<file path="config.mk">
export PLATFORM = sky130hd
export DESIGN_NAME = instruction_prefetch_queue
export DESIGN_NICKNAME = d
export VERILOG_FILES = /design/src/rtl/instruction_prefetch_queue_pkg.sv /design/src/rtl/instruction_prefetch_queue_fifo.sv /design/src/rtl/instruction_prefetch_queue.sv
export SDC_FILE = /design/constraint.sdc
export NUM_CORES = 1
export LEC_CHECK = 0
export BUFFER_PORTS_ARGS = -buffer_cell sky130_fd_sc_hd__buf_4
export CELL_PAD_IN_SITES_DETAIL_PLACEMENT = 1
export CELL_PAD_IN_SITES_GLOBAL_PLACEMENT = 1
export CORE_ASPECT_RATIO = 0.5
export CORE_MARGIN = 5
export CORE_UTILIZATION = 40
export CTS_CLUSTER_DIAMETER = 30
export DETAILED_ROUTE_END_ITERATION = 10
export PLACE_DENSITY = 0.82
export SYNTH_ARGS = -nofsm -noshare
export SYNTH_HDL_FRONTEND = slang
export SYNTH_SLANG_ARGS = --single-unit
</file>
<file path="constraint.sdc">
create_clock -name Clk -period 10.4 [get_ports Clk]
set_input_delay 1.04 -clock Clk [delete_from_list [all_inputs] [get_ports Clk]]
set_output_delay 1.04 -clock Clk [all_outputs]
set_load 0.02 [all_outputs]
</file>
<file path="src/rtl/instruction_prefetch_queue_pkg.sv">
// Shared types and constants for the instruction prefetch path:
// FSM encoding, queue entry layout and address helpers.
package fetch_pkg;

    typedef enum logic [1:0] {
        IDLE = 2'd0,
        REQ  = 2'd1,
        DROP = 2'd2
    } fetch_state_e;

    localparam logic [31:0] NOP_INST = 32'h0;

    localparam int unsigned FETCH_DEPTH_DEFAULT = 4;
    localparam int unsigned FETCH_PTR_W         = $clog2(FETCH_DEPTH_DEFAULT);

    typedef struct packed {
        logic [31:0] inst;
        logic [31:0] pc_add4;
    } fetch_entry_t;

    localparam fetch_entry_t EMPTY_ENTRY = '{inst: NOP_INST, pc_add4: 32'h0};

    function automatic logic [31:0] word_align(input logic [31:0] addr);
        return addr & 32'hFFFF_FFFC;
    endfunction

endpackage

</file>
<file path="src/rtl/instruction_prefetch_queue_fifo.sv">
// DEPTH-entry queue of {instruction, PC+4} pairs with flush.
// Head read is combinational from storage; an empty queue presents a nop.
module fetch_queue_fifo
    import fetch_pkg::*;
#(
    parameter int unsigned DEPTH = FETCH_DEPTH_DEFAULT
) (
    input  logic                      clk_i,
    input  logic                      rst_i,
    input  logic                      flush_i,
    input  logic                      push_i,
    input  logic                      pop_i,
    input  fetch_entry_t              push_entry_i,
    output fetch_entry_t              head_entry_o,
    output logic                      head_valid_o,
    output logic [$clog2(DEPTH):0]    count_o
);

    localparam int unsigned PTR_W = $clog2(DEPTH);

    fetch_entry_t     mem_q [DEPTH];
    logic [PTR_W-1:0] rd_ptr_q, rd_ptr_d;
    logic [PTR_W-1:0] wr_ptr_q, wr_ptr_d;
    logic [PTR_W:0]   count_q, count_d;
    logic             do_push;
    logic             do_pop;

    always_comb begin
        do_push  = push_i & ~flush_i;
        do_pop   = pop_i & ~flush_i & (count_q != '0);
        rd_ptr_d = rd_ptr_q;
        wr_ptr_d = wr_ptr_q;
        count_d  = count_q;
        if (flush_i) begin
            rd_ptr_d = '0;
            wr_ptr_d = '0;
            count_d  = '0;
        end else begin
            if (do_push) begin
                wr_ptr_d = wr_ptr_q + PTR_W'(1);
            end
            if (do_pop) begin
                rd_ptr_d = rd_ptr_q + PTR_W'(1);
            end
            count_d = count_q + (PTR_W+1)'(do_push) - (PTR_W+1)'(do_pop);
        end
    end

    always_ff @(posedge clk_i or posedge rst_i) begin
        if (rst_i) begin
            rd_ptr_q <= '0;
            wr_ptr_q <= '0;
            count_q  <= '0;
        end else begin
            rd_ptr_q <= rd_ptr_d;
            wr_ptr_q <= wr_ptr_d;
            count_q  <= count_d;
        end
    end

    always_ff @(posedge clk_i or posedge rst_i) begin
        if (rst_i) begin
            for (int unsigned i = 0; i < DEPTH; i++) begin
                mem_q[i] <= '0;
            end
        end else if (do_push) begin
            mem_q[wr_ptr_q] <= push_entry_i;
        end
    end

    assign head_valid_o = (count_q != '0);
    assign head_entry_o = head_valid_o ? mem_q[rd_ptr_q] : EMPTY_ENTRY;
    assign count_o      = count_q;

endmodule

</file>
<file path="src/rtl/instruction_prefetch_queue.sv">
// Fetch-side prefetch buffer: one outstanding req/ack memory request,
// queued {instruction, PC+4} for decode, flush-and-restart on redirect.
module instruction_prefetch_queue
    import fetch_pkg::*;
#(
    parameter int unsigned DEPTH    = FETCH_DEPTH_DEFAULT,
    parameter logic [31:0] RESET_PC = 32'h0
) (
    input  logic        Clk,
    input  logic        Rst,
    input  logic        RedirectValid,
    input  logic [31:0] RedirectAddr,
    input  logic        DecodeStall,
    output logic        InstValid,
    output logic [31:0] InstOut,
    output logic [31:0] PCAddrAdd4Out,
    output logic        IMemReq,
    output logic [31:0] IMemAddr,
    input  logic        IMemAck,
    input  logic [31:0] IMemData
);

    localparam int unsigned    PTR_W     = $clog2(DEPTH);
    localparam logic [PTR_W:0] DEPTH_CNT = (PTR_W+1)'(DEPTH);

    fetch_state_e   state_q, state_d;
    logic [31:0]    fetch_pc_q, fetch_pc_d;
    logic [31:0]    req_addr_q, req_addr_d;

    logic           q_push;
    logic           q_pop;
    logic           q_valid;
    logic [PTR_W:0] q_count;
    logic [PTR_W:0] count_after_ack;
    fetch_entry_t   q_head;
    fetch_entry_t   q_push_entry;

    assign q_pop           = q_valid & ~DecodeStall & ~RedirectValid;
    assign count_after_ack = q_count + (PTR_W+1)'(1) - (PTR_W+1)'(q_pop);
    assign q_push_entry    = '{inst: IMemData, pc_add4: req_addr_q + 32'd4};

    always_comb begin
        state_d    = state_q;
        fetch_pc_d = fetch_pc_q;
        req_addr_d = req_addr_q;
        q_push     = 1'b0;
        if (RedirectValid) begin
            fetch_pc_d = word_align(RedirectAddr);
        end
        unique case (state_q)
            IDLE: begin
                if (!RedirectValid && (q_count < DEPTH_CNT)) begin
                    state_d    = REQ;
                    req_addr_d = fetch_pc_q;
                end
            end
            REQ: begin
                if (RedirectValid) begin
                    state_d = IMemAck ? IDLE : DROP;
                end else if (IMemAck) begin
                    q_push     = 1'b1;
                    fetch_pc_d = fetch_pc_q + 32'd4;
                    // Back-to-back issue needs a slot left after this push (and any pop).
                    if (count_after_ack < DEPTH_CNT) begin
                        req_addr_d = fetch_pc_q + 32'd4;
                    end else begin
                        state_d = IDLE;
                    end
                end
            end
            DROP: begin
                if (IMemAck) begin
                    state_d = IDLE;
                end
            end
            default: begin
                state_d = IDLE;
            end
        endcase
    end

    always_ff @(posedge Clk or posedge Rst) begin
        if (Rst) begin
            state_q    <= IDLE;
            fetch_pc_q <= RESET_PC;
            req_addr_q <= '0;
        end else begin
            state_q    <= state_d;
            fetch_pc_q <= fetch_pc_d;
            req_addr_q <= req_addr_d;
        end
    end

    fetch_queue_fifo #(
        .DEPTH (DEPTH)
    ) u_fifo (
        .clk_i        (Clk),
        .rst_i        (Rst),
        .flush_i      (RedirectValid),
        .push_i       (q_push),
        .pop_i        (q_pop),
        .push_entry_i (q_push_entry),
        .head_entry_o (q_head),
        .head_valid_o (q_valid),
        .count_o      (q_count)
    );

    assign IMemReq       = (state_q != IDLE);
    assign IMemAddr      = req_addr_q;
    assign InstValid     = q_valid;
    assign InstOut       = q_head.inst;
    assign PCAddrAdd4Out = q_head.pc_add4;

endmodule
</file>
==> impl_metrics.sql, run 1 <==
INSERT INTO impl_metrics (metric_group, metric, value, unit) VALUES
('status', 'status', 'finished clean', ''),
('clock_tree', 'cts_h_tree_lvls', '2', ''),
('clock_tree', 'cts_hold_buffers', '0', ''),
('clock_tree', 'cts.sinks', '329', ''),
('final_layout', 'syn2layout_area_growth', '21.6', '%'),
('synthesis', 'ys_seq_elements', '329', ''),
('power', 'power_leakage', '8.55', 'nW'),
('floorplan', 'die_w', '290', 'um'),
('clock_tree', 'cts_tree', 'done', ''),
('synthesis', 'synth-edff-count', '0', ''),
('floorplan', 'initial_core_util', '40.4', '%'),
('power', 'vdd.ir_drop.worst', '0.107', 'mV'),
('sta', 'finalSetupTns', '0', 'ns'),
('route', 'detail_route.iter0.violations', '678', ''),
('place', 'port-buffer-count', '164', ''),
('sta', 'setup_violations', '0', ''),
('worst_setup_path', 'crit_path_cell_trace', 'buf_4 > mux4_2 > and2_1 > buf_4', ''),
('grt', 'globalRouteMet3Util', '3.30', '%'),
('clock_tree', 'post_cts_resized', '0', ''),
('worst_setup_path', 'critPathBufInv', '2', ''),
('worst_setup_path', 'timing.setup.critical_path_class', 'flop to output pin', ''),
('final_layout', 'commonest_non_fill_non_tap_cell_in_the_layout', 'sky130_fd_sc_hd__dfrtp_1', ''),
('synthesis', 'yosysUniqueCellTypes', '51', ''),
('final_layout', 'insertedDiodeCount', '0', ''),
('worst_setup_path', 'timing.critical_path.mode_cell', 'sky130_fd_sc_hd__buf_4', ''),
('grt', 'globalRouteTotalUtil', '19.7', '%'),
('place', 'half_perimeter_wire_length_after_placement', '27000', 'um'),
('place', 'gpl.final_weighted_congestion', '0.783', ''),
('final_layout', 'layout_common_cells', 'sky130_fd_sc_hd__dfrtp_1, sky130_fd_sc_hd__nand2_1, sky130_fd_sc_hd__buf_4, sky130_fd_sc_hd__o21ai_0, sky130_fd_sc_hd__mux2_2', ''),
('floorplan', 'placeable_core_region', '38900', 'sq um'),
('route', 'wirelength', '43000', 'um'),
('sta', 'timing.final.max_slew_violations', '0', ''),
('grt', 'grt_antenna_before_repair', '0', ''),
('worst_setup_path', 'ff2ff_setup_slack', '7.45', 'ns'),
('sta', 'hold_violations', '0', ''),
('floorplan', 'die_area', '43600', 'sq um'),
('worst_setup_path', 'crit_path_max_fanout', '37', ''),
('sta', 'worst-slew-pin-transition', '1.13', 'ns'),
('route', 'drt-wirelength-per-cell', '21.0', 'um'),
('floorplan', 'fp.dieH', '150', 'um'),
('flow_run', 'cap_violations', '0', ''),
('sta', 'finalClockSkew', '0.0210', 'ns'),
('route', 'drtAntennaViolNets', '0', ''),
('synthesis', 'synth_sequential_area_ratio', '52.4', '%'),
('sta', 'final_min_period_over_clock_period', '40.2', '%'),
('route', 'drt_pass1_iterations', '4', ''),
('grt', 'grt_max_degree', '120', ''),
('worst_setup_path', 'worstSetupStartpointType', 'flop', ''),
('clock_tree', 'clkSlewWorstSetupHoldPaths', '0.06', 'ns'),
('synthesis', 'ys.flop_type', 'sky130_fd_sc_hd__dfrtp_1', ''),
('synthesis', 'mappedNetlistNets', '1415', ''),
('final_layout', 'layout.core_utilization', '49.2', '%'),
('synthesis', 'netlist_area', '15700', 'sq um'),
('final_layout', 'final_layout_size_suffix_gt1_share', '33.3', '%'),
('clock_tree', 'clockRootBuffer', 'sky130_fd_sc_hd__clkbuf_16', ''),
('synthesis', 'syn-instance-count', '1337', ''),
('worst_setup_path', 'slowest_delay', '0.82', 'ns'),
('synthesis', 'syn_avg_cell_area', '11.8', 'sq um'),
('route', 'detail_route.drc_violations', '0', ''),
('clock_tree', 'clk-insertion-delay-late', '0.57', 'ns'),
('synthesis', 'ys_warn_count', '0', ''),
('worst_setup_path', 'crit_slowest_cell', 'sky130_fd_sc_hd__dfrtp_4', ''),
('sta', 'timing.max_slew.rel_slack', '24.2', '%'),
('floorplan', 'pin_count', '167', ''),
('synthesis', 'asyncSetResetFlopFracSynth', '100', '%'),
('floorplan', 'number_of_rows_in_the_core_area', '51', ''),
('clock_tree', 'cts_made_buffers', '50', ''),
('final_layout', 'final.fill_count', '4041', ''),
('grt', 'grt_pass1_wl', '69200', 'um'),
('grt', 'met1_usage', '23.7', '%'),
('final_layout', 'finalNetCount', '1552', '');
flip-flops by register name, indices dropped and copies added (netlist names):
register         count
IMemAddr            32
fetch_pc_q          32
state_q              2
u_fifo.count_o       3
u_fifo.mem_q       256
u_fifo.rd_ptr_q      2
u_fifo.wr_ptr_q      2
power breakdown:
part	leakage (nW)	total (mW)	switching (mW)	internal (mW)
Clock	0.851	1.76	0.670	1.09
Combinational	3.37	1.59	0.852	0.739
Sequential	4.33	1.89	0.301	1.59
Total	8.55	5.25	1.82	3.42
worst register-to-register path: cells and delay by family, from the launching register on:
family	cells	cell delay, ns
simple gates	3	1.15
buf+inv	1	0.71
flops	1	0.48
mux	1	0.49
cell families after synthesis:
group,after synthesis,share of synthesized area (%)
adders and majority gates,9,0.764
and+or+nand+nor,413,13.4
xor gates and xnor gates,88,4.90
buffers and inverters,106,2.97
muxes,209,19.5
DFF,329,52.4
AOI/OAI and AO/OA,183,6.00
area by class of cell:
cell class | instances | area, sq um | share of cell area, %
sequential | 329 | 8240 | 43.1
multi-input combinational | 902 | 7050 | 36.9
clock buffer | 56 | 1330 | 6.93
timing repair buffer | 175 | 1310 | 6.88
tap | 530 | 663 | 3.47
clock inverter | 37 | 448 | 2.34
inverter | 16 | 67.6 | 0.354
final timing paths:
path                       depth (start not counted)          startpoint                  to
max                                                4  u_fifo.rd_ptr_q[1]    PCAddrAdd4Out[4]
min                                                2   u_fifo.mem_q[199]   u_fifo.mem_q[199]
max reg2reg                                        5          state_q[0]   u_fifo.mem_q[106]
min reg2reg                                        2   u_fifo.mem_q[199]   u_fifo.mem_q[199]
max in group asynchronous                          3                 Rst  u_fifo.rd_ptr_q[1]
min in group asynchronous                          2                 Rst   u_fifo.mem_q[103]
per-layer routing:
| layer | part of all wire (%) | wire, um |
|---|---|---|
| met1 | 40 | 17400 |
| met2 | 53 | 22900 |
| met3 | 3.3 | 1400 |
| met4 | 3.0 | 1280 |
| met5 | 0 | 0 |
synth_stat cells, drive strengths merged (2+ instances only):
library cell  number  area, sq um
xnor2             38          333
inv               16         60.1
ha                 8          100
xor2              50          438
mux4              64         1440
nor2              30          120
buf               50          255
mux2             143         1610
and4               3         28.8
a21oi              2         10.0
or2                3         18.8
o21ai            173          866
nor4               9          133
dfrtp            329         8230
clkbuf            40          151
nand3             38          195
nor2b              3         18.8
a311oi             2         17.5
a221oi             4         35.0
nor3              17          121
mux2i              2         20.0
nand2            202          758
and2              67          422
and3               8         50.1
nand4             26          184
metrics by stage:
stage / worst slack [ns] / instance area (sq um) / cells / power, mW / hold slack [ns]
floorplan: 0.249 / 15700 / 1337 / 2.85 / 0.445
global placement: 6.73 / 17300 / 1952 / 3.43 / 0.456
global route: 6.00 / 19100 / 2045 / 5.52 / 0.506
detailed placement: 6.72 / 17300 / 1952 / 3.51 / 0.466
CTS: 6.09 / 19100 / 2045 / 5.31 / 0.482
finish: 6.22 / 19100 / 2045 / 5.25 / 0.475
(Power assumes the default switching activity.)
==> run 2: changes to the inputs <==
==> constraint.sdc (replaced) <==
create_clock -name Clk -period 3.8 [get_ports Clk]
set_input_delay 0.38 -clock Clk [delete_from_list [all_inputs] [get_ports Clk]]
set_output_delay 0.38 -clock Clk [all_outputs]
set_load 0.02 [all_outputs]
==> impl_metrics.sql, run 2 (synthesized netlist as in run 1, its figures left out) <==
INSERT INTO impl_metrics (metric_group, metric, value, unit) VALUES
('worst_setup_path', 'rr_worst_depth', '6', ''),
('sta', 'worst-slew-pin-transition', '0.837', 'ns'),
('sta', 'finalClockSkew', '0.0225', 'ns'),
('floorplan', 'initial_core_util', '40.4', '%'),
('power', 'power.switching', '5.01', 'mW'),
('worst_setup_path', 'r2r_end', 'u_fifo.mem_q[220]', ''),
('worst_setup_path', 'cp_data_arrival_time', '2.65', 'ns'),
('final_layout', 'final-instance-count-excl-fill', '2067', ''),
('clock_tree', 'cts_max_path_buffers', '3', ''),
('sta', 'final_hold_slack', '0.0313', 'ns'),
('route', 'routed-wl-met2', '23500', 'um'),
('route', 'detail_route.iter0.violations', '607', ''),
('floorplan', 'die_area', '43600', 'sq um'),
('grt', 'grt_antenna_before_repair', '0', ''),
('clock_tree', 'clk-insertion-delay-late', '0.56', 'ns'),
('power', 'vdd.ir_drop.worst', '0.468', 'mV'),
('final_layout', 'commonest_non_fill_non_tap_cell_in_the_layout', 'sky130_fd_sc_hd__dfrtp_1', ''),
('worst_setup_path', 'ff2ff_setup_slack', '1.07', 'ns'),
('sta', 'fmaxAchievable', '330', 'MHz'),
('sta', 'timing.final.max_slew_violations', '0', ''),
('route', 'wl_met3', '1560', 'um'),
('power', 'pwr-share-comb', '30.5', '%'),
('final_layout', 'regMostFlops', 'u_fifo.mem_q', ''),
('grt', 'globalRouteTotalUtil', '19.8', '%'),
('floorplan', 'fp.dieH', '150', 'um'),
('sta', 'hold_violations', '0', ''),
('sta', 'rsz0062_at_grt', 'false', ''),
('route', 'drt-vias-per-instance', '5.35', ''),
('clock_tree', 'clockRootBuffer', 'sky130_fd_sc_hd__clkbuf_16', ''),
('clock_tree', 'cts_tree', 'done', ''),
('power', 'share_of_total_power_consumed_by_net_switching', '34.7', '%'),
('power', 'p_clk_share', '33.5', '%'),
('final_layout', 'insertedDiodeCount', '0', ''),
('hold_path', 'hold_path.startpoint', 'RedirectAddr[8]', ''),
('place', 'port-buffer-count', '164', ''),
('worst_setup_path', 'worstSetupStartpointType', 'flop', ''),
('floorplan', 'pin_count', '167', ''),
('grt', 'grt_max_degree', '103', ''),
('final_layout', 'final.fill_count', '4046', ''),
('grt', 'grt_pass1_vias', '12392', ''),
('final_layout', 'layout.core_utilization', '49.8', '%'),
('floorplan', 'placeable_core_region', '38900', 'sq um'),
('worst_setup_path', 'cp.required', '3.42', 'ns'),
('worst_setup_path', 'timing.setup.critical_path_class', 'flop to output pin', ''),
('grt', 'grt.overflow.total', '0', ''),
('sta', 'final_min_period_over_clock_period', '79.8', '%'),
('clock_tree', 'cts.sinks', '329', ''),
('route', 'wirelength_met1', '17300', 'um'),
('place', 'placed_cells', '1968', ''),
('status', 'status', 'finished clean', ''),
('route', 'wirelength', '43600', 'um'),
('worst_setup_path', 'crit_path_max_fanout', '26', ''),
('final_layout', 'finalNetCount', '1572', ''),
('power', 'power_leakage', '8.67', 'nW'),
('route', 'dr_total_vias', '11052', ''),
('clock_tree', 'cts_h_tree_lvls', '2', ''),
('sta', 'finalWorstPathRequiredPeriod', '3.03', 'ns'),
('route', 'drtAntennaViolNets', '0', ''),
('place', 'gpl.final_weighted_congestion', '0.768', ''),
('route', 'detail_route.drc_violations', '0', ''),
('power', 'power_per_cell_area', '747', 'nW/um^2'),
('final_layout', 'final_layout_size_suffix_gt1_share', '34.1', '%'),
('hold_path', 'whs_endpoint', 'fetch_pc_q[8]', ''),
('route', 'topRoutingLayerUsed', 'met4', ''),
('grt', 'grt_pass1_wl', '69300', 'um'),
('hold_path', 'hold_path_depth', '3', ''),
('worst_setup_path', 'worst_r2r_startpoint', 'IMemAddr[2]', ''),
('floorplan', 'number_of_rows_in_the_core_area', '51', ''),
('clock_tree', 'clkSlewWorstSetupHoldPaths', '0.05', 'ns'),
('sta', 'setup_violations', '0', ''),
('clock_tree', 'cts_made_buffers', '53', ''),
('final_layout', 'largest_reg_flops', '256', ''),
('clock_tree', 'cts.repair_timing.setup_buffer_count', '0', ''),
('place', 'half_perimeter_wire_length_after_placement', '27200', 'um'),
('power', 'cellInternalPower', '9.44', 'mW'),
('worst_setup_path', 'timing.critical_path.to_type', 'output pin', ''),
('hold_path', 'hp-class', 'input pin to flop', ''),
('final_layout', 'syn2layout_area_growth', '23.1', '%'),
('route', 'drt_pass1_iterations', '5', ''),
('sta', 'timing.max_slew.rel_slack', '43.7', '%'),
('power', 'power.share.sequential', '36.0', '%'),
('route', 'drt-wirelength-per-cell', '21.1', 'um'),
('flow_run', 'cap_violations', '0', ''),
('final_layout', 'layout_common_cells', 'sky130_fd_sc_hd__dfrtp_1, sky130_fd_sc_hd__nand2_1, sky130_fd_sc_hd__buf_4, sky130_fd_sc_hd__o21ai_0, sky130_fd_sc_hd__mux2_2', ''),
('floorplan', 'die_w', '290', 'um');
## run 2: power groups by stage
stage,combinational (mW),sequential (mW),clock [mW]
final,4.41,5.20,4.84
after global routing,4.76,5.30,5.11
after CTS,4.49,5.20,4.93
after detailed placement,4.41,5.22,0
after global placement,4.28,5.15,0
after floorplan,2.73,5.06,0
## run 2: metrics by stage
stage	instance area, sq um	setup slack [ns]	TNS (ns)	power (mW)
global placement	17500	1.32	0	9.43
global route	19400	0.649	0	15.2
detailed placement	17500	1.29	0	9.63
CTS	19400	0.697	0	14.6
floorplan	15700	-0.973	-320.01	7.79
finish	19400	0.769	0	14.5
## run 2: worst max-delay path, stage by stage, from the launching register on
cell and delay (ns):
sky130_fd_sc_hd__dfrtp_4 0.80, sky130_fd_sc_hd__buf_4 0.37, sky130_fd_sc_hd__mux4_2 0.56, sky130_fd_sc_hd__and2_1 0.18
sky130_fd_sc_hd__buf_4 0.16
## run 2: how the worst max path moves through the flow
stage,from,endpoint,cells after the start
4_1_cts,u_fifo.rd_ptr_q[1],InstOut[21],4
3_3_place_gp,u_fifo.rd_ptr_q[1],InstOut[15],4
2_1_floorplan,Rst,IMemAddr[0],1
6_report,u_fifo.rd_ptr_q[1],InstOut[21],4
3_5_place_dp,IMemAddr[2],u_fifo.mem_q[220],6
5_1_grt,u_fifo.rd_ptr_q[1],InstOut[21],4
## run 2: repair_timing
action                                  in CTS  in global routing
resized for setup                            0                  0
hold buffers                                 1                  0
endpoints found under the hold margin       21                  0
endpoints found under the setup margin       0                  0
## run 2: layout make-up
cell class / instances / area, sq um / share of cell area (%)
multi-input cells: 902 / 7050 / 36.4
flip-flops and latches: 329 / 8240 / 42.6
well taps: 530 / 663 / 3.43
repair buffers: 192 / 1530 / 7.91
inverters: 16 / 63.8 / 0.330
clock buffers: 58 / 1390 / 7.16
clock inverters: 40 / 417 / 2.15
## run 2: routing by layer
layer | up-vias | global-route usage, %
li1 | 5017 | -
met1 | 5784 | 23.2
met2 | 171 | 37.6
met3 | 80 | 3.55
met4 | 0 | 5.99
met5 | - | 0
==> run 3: changes to the inputs <==
==> constraint.sdc (replaced) <==
create_clock -name Clk -period 2.52 [get_ports Clk]
set_input_delay 0.252 -clock Clk [delete_from_list [all_inputs] [get_ports Clk]]
set_output_delay 0.252 -clock Clk [all_outputs]
set_load 0.02 [all_outputs]
==> impl_metrics.sql, run 3 (synthesized netlist as in run 1, its figures left out) <==
INSERT INTO impl_metrics (metric_group, metric, value, unit) VALUES
('sta', 'rsz0062_at_grt', 'true', ''),
('hold_path', 'hp-class', 'input pin to flop', ''),
('worst_setup_path', 'timing.critical_path.max_delay_family', 'multiplexers', ''),
('clock_tree', 'cts.sinks', '329', ''),
('floorplan', 'fp.dieH', '150', 'um'),
('grt', 'grt.overflow.total', '0', ''),
('worst_setup_path', 'timing.critical_path.depth', '5', ''),
('flow_run', 'cap_violations', '0', ''),
('grt', 'grt-busiest-layer', 'met2', ''),
('place', 'placed_cells', '1978', ''),
('final_layout', 'largest_reg_flops', '256', ''),
('final_layout', 'final_layout_size_suffix_gt1_share', '33.6', '%'),
('final_layout', 'layout.core_utilization', '52.5', '%'),
('sta', 'timing.final.max_slew_violations', '0', ''),
('route', 'wirelength', '50100', 'um'),
('route', 'detail_route.drc_violations', '0', ''),
('clock_tree', 'clkSlewWorstSetupHoldPaths', '0.06', 'ns'),
('floorplan', 'number_of_rows_in_the_core_area', '51', ''),
('clock_tree', 'cts_made_buffers', '50', ''),
('sta', 'setup_violations', '0', ''),
('worst_setup_path', 'cp_data_arrival_time', '2.21', 'ns'),
('sta', 'fmaxAchievable', '405', 'MHz'),
('worst_setup_path', 'r2r_end', 'IMemAddr[19]', ''),
('route', 'drt-vias-per-instance', '5.51', ''),
('final_layout', 'regMostFlops', 'u_fifo.mem_q', ''),
('floorplan', 'die_w', '290', 'um'),
('route', 'detail_route.iter0.violations', '831', ''),
('worst_setup_path', 'critPathBufInv', '3', ''),
('worst_setup_path', 'worst_r2r_startpoint', 'state_q[0]', ''),
('worst_setup_path', 'worstSetupStartpointType', 'flop', ''),
('grt', 'grt_pass1_wl', '78800', 'um'),
('grt', 'grt_max_degree', '121', ''),
('grt', 'globalRouteTotalUtil', '22.8', '%'),
('final_layout', 'layout_common_cells', 'sky130_fd_sc_hd__dfrtp_1, sky130_fd_sc_hd__nand2_1, sky130_fd_sc_hd__buf_4, sky130_fd_sc_hd__o21ai_0, sky130_fd_sc_hd__mux2_2', ''),
('final_layout', 'insertedDiodeCount', '0', ''),
('status', 'status', 'finished clean', ''),
('sta', 'finalWorstPathRequiredPeriod', '2.47', 'ns'),
('place', 'port-buffer-count', '164', ''),
('floorplan', 'initial_core_util', '40.4', '%'),
('clock_tree', 'clk-insertion-delay-late', '0.58', 'ns'),
('place', 'half_perimeter_wire_length_after_placement', '27900', 'um'),
('grt', 'met1_usage', '26.6', '%'),
('grt', 'grt_util_met2', '41.9', '%'),
('floorplan', 'die_area', '43600', 'sq um'),
('sta', 'worst-slew-pin-transition', '0.699', 'ns'),
('final_layout', 'final-instance-count-excl-fill', '2147', ''),
('worst_setup_path', 'crit_path_cell_trace', 'buf_4 > buf_16 > mux4_2 > and2_1 > buf_4', ''),
('worst_setup_path', 'crit_slowest_cell', 'sky130_fd_sc_hd__mux4_2', ''),
('worst_setup_path', 'timing.critical_path.to_type', 'output pin', ''),
('worst_setup_path', 'slowest_delay', '0.56', 'ns'),
('hold_path', 'hold_path_depth', '4', ''),
('sta', 'finalClockSkew', '0.0341', 'ns'),
('grt', 'grt_antenna_before_repair', '0', ''),
('sta', 'hold_violations', '0', ''),
('route', 'drt_pass1_iterations', '5', ''),
('grt', 'grt_pass1_vias', '13566', ''),
('route', 'dr_total_vias', '11838', ''),
('route', 'drtAntennaViolNets', '0', ''),
('place', 'gpl.final_weighted_congestion', '0.778', ''),
('floorplan', 'pin_count', '167', ''),
('worst_setup_path', 'rr_worst_depth', '5', ''),
('power', 'power_per_cell_area', '1120', 'nW/um^2'),
('worst_setup_path', 'crit_start', 'u_fifo.rd_ptr_q[1]', ''),
('power', 'power_leakage', '9.14', 'nW'),
('final_layout', 'syn2layout_area_growth', '29.7', '%'),
('worst_setup_path', 'cp.required', '2.27', 'ns'),
('sta', 'final_min_period_over_clock_period', '97.9', '%'),
('worst_setup_path', 'timing.critical_path.mode_cell', 'sky130_fd_sc_hd__buf_4', ''),
('worst_setup_path', 'termination_of_the_worst_setup_path', 'PCAddrAdd4Out[4]', ''),
('final_layout', 'finalNetCount', '1653', ''),
('clock_tree', 'clockRootBuffer', 'sky130_fd_sc_hd__clkbuf_16', ''),
('clock_tree', 'cts_max_path_buffers', '3', ''),
('clock_tree', 'cts_tree', 'done', ''),
('final_layout', 'commonest_non_fill_non_tap_cell_in_the_layout', 'sky130_fd_sc_hd__dfrtp_1', ''),
('worst_setup_path', 'timing.setup.critical_path_class', 'flop to output pin', ''),
('worst_setup_path', 'ff2ff_setup_slack', '0.11', 'ns'),
('floorplan', 'placeable_core_region', '38900', 'sq um'),
('sta', 'timing.max_slew.rel_slack', '53.4', '%'),
('grt', 'globalRouteMet3Util', '3.98', '%'),
('clock_tree', 'cts_h_tree_lvls', '2', ''),
('route', 'drt-wirelength-per-cell', '23.4', 'um'),
('worst_setup_path', 'crit_path_max_fanout', '10', ''),
('power', 'vdd.ir_drop.worst', '0.718', 'mV');
==> run 3: timing repair <==
action	CTS	global route
setup endpoints to repair	64	64
resized for setup	2	4
setup buffers	2	4
hold buffers	64	0
hold endpoints to repair	249	0
gates cloned	1	4
==> run 3: how the worst min path moves through the flow <==
stage	end	startpoint	slack, ns
global placement	u_fifo.mem_q[210]	u_fifo.mem_q[210]	0.46
detailed placement	u_fifo.mem_q[135]	u_fifo.mem_q[135]	0.47
floorplan	state_q[1]	IMemAck	0.32
finish	u_fifo.rd_ptr_q[0]	DecodeStall	0.08
CTS	u_fifo.rd_ptr_q[0]	DecodeStall	0.05
global route	u_fifo.rd_ptr_q[0]	DecodeStall	0.11
==> run 3: cell type report <==
type | instances | area, sq um
Fill cell | 3961 | 18500
Sequential cell | 329 | 8240
Multi-Input combinational cell | 902 | 7060
Timing Repair Buffer | 276 | 2510
Clock buffer | 54 | 1340
Tap cell | 530 | 663
Clock inverter | 40 | 514
Inverter | 16 | 63.8
==> run 3: report_power, final <==
part / total (mW) / internal (mW) / leakage [nW] / switching (mW)
combinational: 7.22 / 3.31 / 3.92 / 3.91
sequential: 7.80 / 6.57 / 4.33 / 1.22
clock: 7.71 / 4.84 / 0.889 / 2.87
total: 22.7 / 14.7 / 9.14 / 8.00
==> run 3: layer usage <==
metal	wire, um	vias to the layer above
met1	20000	6265
met2	26400	284
met5	0	-
met3	1900	116
met4	1800	0
li1	-	5173
==> run 3: stage by stage <==
| stage | instance area, sq um | power, mW | hold slack (ns) | setup TNS (ns) | setup WS (ns) |
|---|---|---|---|---|---|
| finish | 20400 | 22.7 | 0.0775 | 0 | 0.0534 |
| CTS | 20200 | 22.6 | 0.0493 | -0.387 | -0.0313 |
| global route | 20400 | 23.8 | 0.115 | -0.00145 | -0.00145 |
| global placement | 17700 | 14.3 | 0.456 | 0 | 0.450 |
| detailed placement | 17700 | 14.6 | 0.465 | 0 | 0.316 |
| floorplan | 15700 | 11.7 | 0.318 | -699.02 | -2.12 |
==> run 3: worst reg2reg max path, cell delays in order (launching register included) <==
cell	delay [ns]
sky130_fd_sc_hd__dfrtp_1	0.56
sky130_fd_sc_hd__nand2b_1	0.32
sky130_fd_sc_hd__nor4_4	0.72
sky130_fd_sc_hd__nand3_1	0.20
sky130_fd_sc_hd__xor2_1	0.19
sky130_fd_sc_hd__o21ai_0	0.30
